===== src/rtl/bcd_down_counter.sv =====
// Multi-digit packed-BCD down counter with load, wrap/hold at zero,
// and registered single-cycle pulses for done, borrow and rejected loads.
module bcd_down_counter #(
    parameter int DIGITS = 4
) (
    input  logic                clk,
    input  logic                reset,
    input  logic                load,
    input  logic [4*DIGITS-1:0] load_val,
    input  logic                dec,
    input  logic                wrap_en,
    output logic [4*DIGITS-1:0] count,
    output logic                zero,
    output logic                done,
    output logic                borrow,
    output logic                load_err
);

    localparam int W = 4 * DIGITS;

    logic [W-1:0] dec_val;
    logic         load_bad;
    logic         count_is_one;
    logic         bin;
    logic [3:0]   dig;

    // Borrow ripples from digit 0 upward; digits above the last borrow pass through.
    always_comb begin
        dec_val = count;
        bin     = 1'b1;
        dig     = 4'd0;
        for (int i = 0; i < DIGITS; i++) begin
            dig = count[4*i +: 4];
            if (bin) begin
                if (dig == 4'd0) begin
                    dec_val[4*i +: 4] = 4'd9;
                    bin               = 1'b1;
                end else begin
                    dec_val[4*i +: 4] = dig - 4'd1;
                    bin               = 1'b0;
                end
            end
        end
    end

    always_comb begin
        load_bad = 1'b0;
        for (int i = 0; i < DIGITS; i++) begin
            if (load_val[4*i +: 4] > 4'd9) begin
                load_bad = 1'b1;
            end
        end
    end

    assign count_is_one = (count == W'(1));
    assign zero         = (count == '0);

    always_ff @(posedge clk) begin
        if (reset) begin
            count    <= '0;
            done     <= 1'b0;
            borrow   <= 1'b0;
            load_err <= 1'b0;
        end else begin
            done     <= 1'b0;
            borrow   <= 1'b0;
            load_err <= 1'b0;
            if (load) begin
                if (load_bad) begin
                    load_err <= 1'b1;
                end else begin
                    count <= load_val;
                end
            end else if (dec) begin
                if (zero) begin
                    // From zero the ripple already yields all-9s; only wrap_en gates it.
                    if (wrap_en) begin
                        count  <= dec_val;
                        borrow <= 1'b1;
                    end
                end else begin
                    count <= dec_val;
                    done  <= count_is_one;
                end
            end
        end
    end

endmodule


===== config.mk =====
export PLATFORM = sky130hd
export DESIGN_NAME = bcd_down_counter
export DESIGN_NICKNAME = d
export VERILOG_FILES = /design/src/rtl/bcd_down_counter.sv
export SDC_FILE = /design/constraint.sdc
export NUM_CORES = 1
export LEC_CHECK = 0
export ABC_AREA = 1
export CORE_UTILIZATION = 46
export DETAILED_ROUTE_END_ITERATION = 8
export PLACE_DENSITY = 0.8
export SLEW_MARGIN = 30
export SYNTH_ARGS = -nofsm -noshare
export SYNTH_HDL_FRONTEND = slang
export SYNTH_SLANG_ARGS = --single-unit
export TNS_END_PERCENT = 10

===== constraint.sdc =====
create_clock -name clk -period 1.5 [get_ports clk]
set_input_delay 0.375 -clock clk [delete_from_list [all_inputs] [get_ports clk]]
set_output_delay 0.375 -clock clk [all_outputs]
set_load 0.005 [all_outputs]

==> flow_metrics.py <==
metrics = {
    "run_status": {
        "run_status": "finished with violations",
        "violations": "negative setup slack",
    },
    "job": {
        "maxCapViolations": 0,
    },
    "clock_network": {
        "cts_root_buffer": "sky130_fd_sc_hd__clkbuf_4",
        "cts_max_level": 1,
        "cts.path.max_buffers": 2,
        "clock_latency_late_sink_ps": 310,
        "cts.reportedPaths.clkPinSlew_ps": 120,
        "numClockSinks": 19,
        "cts_hold_buffers": 0,
        "tritoncts": "done",
        "cts_buffers": 3,
    },
    "timing": {
        "setup_slack_ps": -73.7,
        "finalClockSkew_ps": 2.11,
        "setup_tns_final_ps": -285,
        "final-hold-violation-count": 0,
        "period_utilization_post_route_pct": 105,
        "slew-limit-headroom_pct": 82.5,
        "setup_viol": 7,
        "report.final.slew_viol_count": 0,
        "timing.fmax_ghz": 0.635,
        "clock_period_minus_worst_slack_ps": 1570,
        "grt_setup_unrepaired": "true",
        "worst_slew_pin_slew_ps": 261,
        "worst_hold_margin_ps": 599,
    },
    "synth": {
        "post_synth.cell_area_avg_um2": 5.80,
        "ys_dominant_reg_cell": "sky130_fd_sc_hd__dfxtp_1",
        "synth_simple_gate_area_share_pct": 47.7,
        "yosys-mux-area-fraction_pct": 0,
        "yosysUniqueCellTypes": 24,
        "yosys_warnings": 0,
        "synth.largest_area_cell": "sky130_fd_sc_hd__dfxtp_1",
        "asyncSetResetFlopFracSynth_pct": 0,
        "synth-adder-area-share_pct": 0,
        "synth_top_area_share_pct": 29.7,
        "synth_seq_area_share_pct": 29.7,
        "synthesis.instances": 221,
        "synth-seq-cells": 19,
        "synth-edff-count": 0,
        "synth_top_family_by_area": "simple AND/OR/NAND/NOR gates",
        "synth_area_in_xor_xnor_pct": 0.683,
        "synth-compound-area-share_pct": 13.3,
        "synthesis.nets": 242,
        "synth.cell_area_mm2": 0.00128,
        "synth.top_cells.by_area": "sky130_fd_sc_hd__dfxtp_1 30%, sky130_fd_sc_hd__nor2_1 16%, sky130_fd_sc_hd__nand2_1 15%, sky130_fd_sc_hd__nand3_1 6.6%, sky130_fd_sc_hd__o21ai_0 6.6%",
    },
    "worst_hold_path": {
        "hold_path_class": "reg2reg",
    },
    "setup_path": {
        "worst-path-max-fanout": 2,
        "timing.critical_path.from_type": "flop",
        "required_ps": 1120,
        "timing.setup.critical_path_class": "reg2out",
        "cp.arrival_ps": 1200,
        "timing.critical_path.to_type": "primary output",
    },
    "final_layout": {
        "areaGrowthSynthToFinish_pct": 65.5,
        "fin_util_pct": 83.4,
        "finalNonFillerCells": 334,
        "antennaDiodeCount": 0,
        "drive_above_1_share_pct": 30.6,
        "nets": 326,
        "design_area_mm2": 0.00212,
    },
    "drt": {
        "viasPerCell": 5.15,
        "avgRoutedWirePerCell_um": 12.3,
        "postRouteWirelength_um": 4110,
        "drc": 0,
        "drtIter0Drc": 59,
        "remaining_number_of_nets_flagged_by_the_antenna_check_after_routing": 0,
        "routed-via-count": 1719,
        "first_pass_iters": 4,
    },
    "global_route": {
        "vias_in_the_first_global_route": 1435,
        "gr-usage-all-layers_pct": 28.2,
        "grt_start_max_net_pins": 13,
        "number_of_antenna_violations_at_the_first_check_in_global_routing": 0,
        "grt_overflow": 0,
        "grt_first_pass_wirelength_um": 6030,
    },
    "pwr": {
        "static-leakage-power_nw": 1.13,
        "power_density_mw_per_mm2": 847,
        "post-layout-total-power_mw": 1.80,
        "power.ir.vdd_worst_mv": 0.749,
    },
    "floorplan": {
        "chipHeight_um": 54.8,
        "die_wd_um": 54.8,
        "num_rows": 18,
        "coreArea_mm2": 0.00254,
        "die_area_mm2": 0.00300,
        "top_level_ports": 41,
        "initial_utilization_pct": 50.4,
    },
    "placed_design": {
        "place.port_buffers": 40,
        "numPlacedInstances": 324,
        "post-place-ws_ps": -418,
        "dp.final_hpwl_um": 2810,
        "dpl_cell_area_mm2": 0.00198,
        "gp_routability_congestion": 0.806,
    },
}
-- layout make-up --
cell class / instances / area (um^2)
Timing Repair Buffer: 85 / 723
Clock buffer: 4 / 26.3
Tap cell: 30 / 37.5
Multi-Input combinational cell: 175 / 855
Inverter: 21 / 78.8
Sequential cell: 19 / 402
Fill cell: 181 / 423
-- layout by cell type (no fill, tap or decap) --
cell / count
sky130_fd_sc_hd__nand4_1: 1
sky130_fd_sc_hd__nand3_2: 1
sky130_fd_sc_hd__nor2_2: 5
sky130_fd_sc_hd__and3_1: 1
sky130_fd_sc_hd__clkbuf_4: 3
sky130_fd_sc_hd__dfxtp_2: 17
sky130_fd_sc_hd__dlymetal6s2s_1: 3
sky130_fd_sc_hd__nor3_1: 2
sky130_fd_sc_hd__o22ai_1: 2
sky130_fd_sc_hd__dfxtp_1: 2
sky130_fd_sc_hd__a21boi_0: 2
sky130_fd_sc_hd__dlygate4sd2_1: 17
sky130_fd_sc_hd__nor2_1: 51
sky130_fd_sc_hd__buf_6: 1
sky130_fd_sc_hd__buf_2: 1
sky130_fd_sc_hd__buf_4: 44
sky130_fd_sc_hd__o211ai_1: 1
sky130_fd_sc_hd__inv_1: 19
sky130_fd_sc_hd__inv_2: 1
sky130_fd_sc_hd__a21oi_1: 10
sky130_fd_sc_hd__o21ai_2: 1
sky130_fd_sc_hd__o21ai_0: 14
sky130_fd_sc_hd__nand2_2: 11
sky130_fd_sc_hd__nand3b_1: 1
sky130_fd_sc_hd__nand3_1: 17
sky130_fd_sc_hd__clkdlybuf4s50_1: 19
sky130_fd_sc_hd__o21ai_1: 2
sky130_fd_sc_hd__xor2_1: 1
sky130_fd_sc_hd__clkinv_1: 1
sky130_fd_sc_hd__nand2_1: 44
sky130_fd_sc_hd__clkbuf_1: 1
sky130_fd_sc_hd__nor2_4: 8
-- layer usage --
layer / up-vias / wire [um] / GRT usage [%]
met5: - / 0 / 0
met4: 0 / 46 / 8.55
met3: 7 / 209 / 3.06
met2: 63 / 2100 / 52.8
met1: 784 / 1750 / 32.7
li1: 865 / - / -
-- sequential cells by signal, indices dropped and copies added (netlist names) --
register,cells
load_err,1
borrow,1
count,16
done,1
-- report_power, final --
part           internal [mW]  switching [mW]  total [mW]
logic                  0.452           0.453       0.905
registers              0.567          0.0430       0.610
clock network          0.104           0.179       0.283
-- cells in the mapped netlist (3+ instances only) --
| library cell | n |
|---|---|
| sky130_fd_sc_hd__nor2_1 | 56 |
| sky130_fd_sc_hd__nand2_1 | 51 |
| sky130_fd_sc_hd__dfxtp_1 | 19 |
| sky130_fd_sc_hd__inv_1 | 19 |
| sky130_fd_sc_hd__nand3_1 | 17 |
| sky130_fd_sc_hd__o21ai_0 | 17 |
| sky130_fd_sc_hd__a21oi_1 | 10 |
| sky130_fd_sc_hd__nor2_2 | 6 |
| sky130_fd_sc_hd__nand2_2 | 4 |
| sky130_fd_sc_hd__clkbuf_1 | 3 |
-- logic make-up after synthesis --
kind of cell | count (synthesis)
AOI/OAI and AO/OA | 32
DFF | 19
xor gates and xnor gates | 1
and+or+nand+nor | 142
buffers and inverters | 27
-- final timing paths --
check | from | depth (start not counted) | slack [ps] | endpoint
max | count[0] | 6 | -70 | zero
max reg2reg | count[0] | 11 | -30 | count[15]
min | count[11] | 3 | 600 | count[11]
min reg2reg | count[11] | 3 | 600 | count[11]
-- what timing repair did --
item,4_1_cts,5_1_grt
gates resized for setup,48,17
endpoints found under the hold margin,0,0
buffers inserted,5,2
gates cloned,0,0
pin swaps,8,8
setup endpoints to repair,32,19
-- critical path, cell delays in order, from the launching register on --
cell	delay (ps)
sky130_fd_sc_hd__dfxtp_2	360
sky130_fd_sc_hd__nor2_4	120
sky130_fd_sc_hd__nand2_2	90
sky130_fd_sc_hd__nor2_4	130
sky130_fd_sc_hd__nand2_2	60
sky130_fd_sc_hd__inv_1	50
sky130_fd_sc_hd__buf_2	100
Note: power is estimated with default switching activity, not from simulation.
